==> config.mk <==
export PLATFORM = sky130hd
export DESIGN_NAME = usr_serdes_ctrl
export DESIGN_NICKNAME = d
export VERILOG_FILES = /design/src/rtl/usr_serdes_ctrl.sv
export SDC_FILE = /design/constraint.sdc
export NUM_CORES = 1
export LEC_CHECK = 0
export CORE_MARGIN = 5
export CORE_UTILIZATION = 44
export DETAILED_ROUTE_END_ITERATION = 10
export HOLD_SLACK_MARGIN = 0.03
export PLACE_DENSITY_LB_ADDON = 0.12
export SETUP_SLACK_MARGIN = 0.05
export SYNTH_ARGS = -nofsm -noshare
export SYNTH_HDL_FRONTEND = slang
export SYNTH_SLANG_ARGS = --single-unit
==> constraint.sdc <==
create_clock -name clk -period 2.2 [get_ports clk]
set_input_delay 0.66 -clock clk [delete_from_list [all_inputs] [get_ports clk]]
set_output_delay 0.66 -clock clk [all_outputs]
set_load 0.1 [all_outputs]
==> src/rtl/usr_serdes_ctrl.sv <==
// usr_serdes_ctrl: sequences one universal shift register through load-then-shift
// to serialize a word onto ser_tx or deserialize ser_rx into rx_data.
module usr_serdes_ctrl #(
    parameter int WIDTH = 8,
    localparam int CNT_W = $clog2(WIDTH + 1)
) (
    input  logic             clk,
    input  logic             rst_n,
    input  logic             op_valid,
    output logic             op_ready,
    input  logic             op_rx,
    input  logic             op_lsb_first,
    input  logic [WIDTH-1:0] op_data,
    input  logic             abort,
    input  logic             ser_rx,
    output logic             ser_tx,
    output logic             ser_tx_en,
    output logic [WIDTH-1:0] rx_data,
    output logic             done,
    output logic             busy,
    output logic [1:0]       usr_mode,
    output logic [WIDTH-1:0] usr_par_in,
    output logic             usr_ser_in_right,
    output logic             usr_ser_in_left,
    input  logic [WIDTH-1:0] usr_q
);
    typedef enum logic [1:0] {IDLE, LOAD, SHIFT, DONE} state_t;

    state_t           state;
    logic [CNT_W-1:0] cnt;
    logic             rx_l;
    logic             lsb_l;
    logic [WIDTH-1:0] data_l;
    logic             shifting;

    always_ff @(posedge clk or negedge rst_n) begin
        if (!rst_n) begin
            state   <= IDLE;
            cnt     <= '0;
            rx_l    <= 1'b0;
            lsb_l   <= 1'b0;
            data_l  <= '0;
            rx_data <= '0;
            done    <= 1'b0;
        end else begin
            done <= 1'b0;
            if (abort && state != IDLE) begin
                state <= IDLE;
                cnt   <= '0;
            end else begin
                case (state)
                    IDLE: if (op_valid) begin
                        rx_l   <= op_rx;
                        lsb_l  <= op_lsb_first;
                        data_l <= op_data;
                        state  <= LOAD;
                    end
                    LOAD: begin
                        cnt   <= CNT_W'(WIDTH);
                        state <= SHIFT;
                    end
                    SHIFT: begin
                        cnt <= cnt - CNT_W'(1);
                        if (cnt == CNT_W'(1)) begin
                            state <= DONE;
                            done  <= 1'b1;
                            // capture the word as it will look after this final shift
                            if (rx_l)
                                rx_data <= lsb_l ? {ser_rx, usr_q[WIDTH-1:1]}
                                                 : {usr_q[WIDTH-2:0], ser_rx};
                        end
                    end
                    DONE: state <= IDLE;
                endcase
            end
        end
    end

    assign shifting         = state == SHIFT;
    assign op_ready         = state == IDLE;
    assign busy             = state != IDLE;
    assign usr_mode         = state == LOAD ? 2'b11 : shifting ? (lsb_l ? 2'b01 : 2'b10) : 2'b00;
    assign usr_par_in       = (state == LOAD && !rx_l) ? data_l : '0;
    assign usr_ser_in_right = shifting && rx_l && !lsb_l && ser_rx;
    assign usr_ser_in_left  = shifting && rx_l && lsb_l && ser_rx;
    assign ser_tx_en        = shifting && !rx_l;
    assign ser_tx           = ser_tx_en && (lsb_l ? usr_q[0] : usr_q[WIDTH-1]);
endmodule

## Word-level counts from Yosys, hierarchy flattened

Cells that the tools add are included.

| storage, ports and cells | value |
|---|---|
| word-level logic and storage cells | 47 |
| bits of input ports | 23 |
| output and inout bits | 25 |
| register bits after elaboration | 25 |

| operators by class | value |
|---|---|
| reductions and logical operators | 17 |
| equal/unequal tests | 6 |
| bitwise gates (word level) | 1 |
| add/subtract/negate cells | 1 |
| muxes and demuxes | 15 |

Operators with widths:

| cell | number |
|---|---|
| $mux W8 | 2 |
| $mux W2 | 6 |
| $logic_and A1 B1 Y1 | 9 |
| $pmux W2 S4 | 1 |
| $pmux W4 S2 | 1 |
| $eq A2 B2 Y1 const B | 2 |
| $eq A4 B1 Y1 const B | 1 |
| $mux W1 | 4 |
| $mux W4 | 1 |
| $reduce_and A4 Y1 | 1 |
| $sub A4 B1 Y4 const B | 1 |
| $ne A3 B1 Y1 const B | 1 |
| $ne A3 B2 Y1 const B | 1 |
| $reduce_and A3 Y1 | 1 |
| $reduce_bool A3 Y1 | 1 |
| $eq A2 B1 Y1 const B | 1 |
| $logic_not A1 Y1 | 2 |
| $logic_not A2 Y1 | 1 |
| $reduce_and A2 Y1 | 1 |
| $reduce_bool A2 Y1 | 1 |
| $not A1 Y1 | 1 |

## Longest topological paths before layout

| logic depth | value |
|---|---|
| depth after elaboration | 4 |
| gate-level depth with buffers | 7 |
| gate-level depth less buffers | 5 |

## Worst setup path before layout

No wires, ideal clock.

| timing | value |
|---|---|
| path kind | reg-to-output |
| start point | register state[0] |
| end point | output ser_tx |
| slack | -1408 ps |
| cell stages (with the launch flop) | 6 |
| buffers on the path | 1 |
| arrival time | 2948 ps |
| data required time | 1540 ps |
| cells stage by stage | dfrtp_1 inv_1 ha_1 buf_2 inv_1 nor3_1 |

| on the way | value |
|---|---|
| longest elaborated chain between the ends | 3 |

RTL lines:

| item | RTL line | text |
|---|---|---|
| start: declaration | 29 | `state_t state;` |
| start signal: assignment | 38 | `state <= IDLE;` |
| start signal: assignment | 48 | `state <= IDLE;` |
| start signal: assignment | 56 | `state <= LOAD;` |
| $eq A2 B2 Y1 | 79 | `assign shifting = state == SHIFT;` |
| $logic_and A1 B1 Y1 | 86 | `assign ser_tx_en = shifting && !rx_l;` |
| $logic_and A1 B1 Y1 | 87 | `assign ser_tx = ser_tx_en && (lsb_l ? usr_q[0] : usr_q[WIDTH-1]);` |
| end: declaration | 16 | `output logic ser_tx,` |

Every way passes these cells.

## Worst setup path in the final report

| timing | value |
|---|---|
| start point | register state[1] |
| end point | output usr_par_in[6] |

| on the way | value |
|---|---|
| longest elaborated chain between the ends | 3 |

RTL lines:

| item | RTL line | text |
|---|---|---|
| $eq A2 B1 Y1 | 83 | `assign usr_par_in = (state == LOAD && !rx_l) ? data_l : '0;` |
| $logic_and A1 B1 Y1 | 83 |  |
| $mux W8 | 83 |  |
| end: declaration | 22 | `output logic [WIDTH-1:0] usr_par_in,` |

Every way passes these cells.

==> results list <==
- Final instance count without filler cells: about 220
- Fillers: 222
* Max-capacitance violation count: 0
- Buffers from clock root to sink, at most: 2
- Xor and xnor area share after synthesis: 0
* GPL Wtd Cong: between 0.7 and 0.8
- Count of yosys warnings during synthesis: 0
* Layout cells sized above 1: 0.558
- The critical path starts at state[1]$_DFFE_PN0P_.
* Mean number of vias per cell: 5.00
- The first global-routing pass estimated 5650 um of wire.
- In the post-route analysis, the smallest setup slack over all paths is -29.7 ps.
* Number of antenna violations at the first check in global routing: 0
- Summed over all layers, the global routing overflow is 0.
- Critical path buffer and inverter count: 2
- Input and output buffers added on the ports amount to 47.
- Data arrives at the worst endpoint at 1570 ps.
- Fraction of the mapped netlist area in adder cells: 0.0456
- For the finished layout, the period the worst path requires is 2230 ps.
- Measured along the x axis, the die boundary spans 65.8 um.
- Of the post-synthesis cell area, the part taken by muxes is 0.266.
- The worst setup path is captured at a primary output.
- Leading cell type in the layout, fill and taps excluded: sky130_fd_sc_hd__dfrtp_1
- At the pin with the least slew margin, the transition time is 376 ps.
- Largest fanout of any net on the critical path: 8
- The run finished, with violations left.
- HPWL Detailed: 2510 um
* Startpoint types: flip-flop
- The final reports fail on negative setup slack.
- Kind of cell with the highest combined delay on the critical path: flip-flops
* Mapped Nets: 140
- Number of buffers created by CTS: 3
* Type of the most critical hold path: reg -> reg
- For this run, the register share of the synthesized area comes to 0.456.
- Placement Rows: 20
* Post-synthesis register bit count: 25
- Highest achievable clock rate: 0.448 GHz
- Starting DRT DRC Count: 30
* Average wire per standard cell: 15.5 um
- GRT Util Overall: 0.172
- Post-Route Skew: 5.31 ps
* # DRC: 0
- Largest family of logic cells by synthesized area: multiplexers
- The area growth from synthesis to layout is 63.4%.
* Post-DRT Antenna Nets: 0
- Measured on the finished design, the core utilization comes to 0.740.
* Unique masters post-synth: 31
- Setup repair after global routing could not meet its margin everywhere.
* Number of global-route vias before repair: 1,156
- Overall via count from detail_route: 1,081
* Relative slew margins: 0.749
- Clock latency on the worst-skew pair, taken at its later pin, is 330 ps.
- At the worst endpoint, the required time is 1540 ps.
- The number of antenna diodes in the final layout is 0.
- The clock net in this run drives a total of 25 sinks.
- Router iterations before antenna repair: 4
- Number of nets in the layout: between 200 and 250
- The startpoint identified for the worst register-to-register timing path is cnt[1]$_DFFE_PN0P_.
- Cells traversed along the worst timing path: inv_2 -> ha_4 -> nor2b_4 -> and2_4 -> buf_12
- In this run, placement finished with an instance count of 208.
- Synthesized-area fraction occupied by and/or/nand/nor cells: 0.125
* Synth Area in Compound Gates: 0.0703
* Final count of pins violating max slew: 0
- Die outline area: ~4300 um2
- The number of hold-slack violations in the final timing report is 0.
- Portion of synthesized cell area occupied by the leading cell type: 0.456
* Maximum level of the CTS H-tree: 1
* WL final: around 3300 um
* Library cell contributing the largest single delay on the critical path: sky130_fd_sc_hd__dfrtp_1
- A synthesized cell averages approximately 12 um2.
- In this run the most critical hold path is launched from data_l[3]$_DFFE_PN0P_.
* Clock tree root buffer cell: sky130_fd_sc_hd__clkbuf_4
* Total standard cell area after synthesis: 1370 um2
- Top post-synthesis cells by area: sky130_fd_sc_hd__dfrtp_1 46%, sky130_fd_sc_hd__mux2_2 16%, sky130_fd_sc_hd__mux2_4 8.8%, sky130_fd_sc_hd__ha_1 4.6%, sky130_fd_sc_hd__and2_1 4.1%
- Pin count of the biggest net entering global routing: 26
- In the layout the commonest cells are 24 x sky130_fd_sc_hd__dfrtp_1, 22 x sky130_fd_sc_hd__buf_4, 20 x sky130_fd_sc_hd__mux2_2, 19 x sky130_fd_sc_hd__clkdlybuf4s50_1, 16 x sky130_fd_sc_hd__buf_12.
- Area of the core region: ~3000 um2
* Critical path type: reg -> out
- Height of the die: 65.8 um
- The cell count after synthesis came out at 112.
* CTS tree: yes
* Initial core utilization: 0.453
* Top-level I/O count: 48
* Final Cycle Share: 1.01
- sky130_fd_sc_hd__dfrtp_1 takes more of the synthesized area than any other cell.
- Final setup violating endpoints: 8
- After clock tree synthesis, the clock-pin slew on the worst setup and hold paths is 140 ps.
- In this design, the stage delay of the slowest critical-path cell is 430 ps.
[through the flow]
stage                     setup TNS, ps  area, um2  hold WS [ps]  worst slack, ps
after floorplan                   -1440       1420           364             -175
after global placement            -1140       2120           489             -114
after detailed placement          -1280       2120           496             -124
after CTS                          -278       2240           529            -35.6
after global routing              -1090       2240           552             -119
final                              -210       2240           526            -29.7
[layer usage]
layer | up-vias | part of all wire | global-route usage | wire [um]
met5 | - | 0 | 0 | 0
met4 | 0 | 0.014 | 0.0570 | 46
met3 | 5 | 0.079 | 0.0544 | 263
met2 | 35 | 0.50 | 0.299 | 1680
met1 | 530 | 0.41 | 0.199 | 1350
li1 | 511 | - | - | -
[logic make-up (layout without fill, tap and decap cells)]
kind of cell / count (synthesis) / after routing
simple gates: 28 / 28
compound gates: 13 / 13
fa+ha+maj: 5 / 5
flops: 25 / 25
mux: 30 / 30
buf+inv: 11 / 71
[registers in the layout, indices dropped and copies added (netlist names)]
| register | cells |
|---|---|
| cnt | 4 |
| data_l | 8 |
| done | 1 |
| lsb_l | 1 |
| rx_data | 8 |
| rx_l | 1 |
| state | 2 |
[path summary, 6_finish.rpt]
path	to	slack, ps	cells past startpoint
min	data_l[3]$_DFFE_PN0P_	530	1
min in group asynchronous	cnt[0]$_DFFE_PN0P_	680	2
max reg2reg	rx_data[3]$_DFFE_PN0P_	130	5
min reg2reg	data_l[3]$_DFFE_PN0P_	530	1
max in group asynchronous	state[0]$_DFFE_PN0P_	1260	2
max	usr_par_in[6]	-30	5
[area by class of cell]
type	count	area, um2	share of cell area
Clock inverter	1	5.00	0.00223
Sequential cell	25	627	0.280
Clock buffer	3	22.5	0.0101
Inverter	7	31.3	0.0140
Tap cell	44	55.1	0.0246
Multi-Input combinational cell	76	798	0.356
Timing Repair Buffer	60	702	0.313
[cells in the mapped netlist (all sizes together)]
cell,number
a21o,2
a21oi,1
a31oi,1
and2,9
and3,1
buf,3
clkbuf,1
dfrtp,25
ha,5
inv,7
mux2,28
mux2i,2
nand2,1
nand2b,3
nand3,1
nor2,3
nor2b,3
nor3,4
o2111ai,1
o211ai,1
o21a,1
o21ai,2
o2bb2ai,2
o32a,1
o32ai,1
or2,1
or3b,1
or4b,1
[repair_timing]
| action | CTS | global route |
|---|---|---|
| pin swaps | 11 | 6 |
| gates cloned | 0 | 0 |
| gates resized for setup | 18 | 2 |
| hold buffers | 0 | 0 |
| buffers inserted | 4 | 1 |
| endpoints found under the setup margin | 14 | 15 |
Power is left out: the tool's default activity adds up to more than one toggle a clock period on the data nets, which glitch-free logic cannot reach.
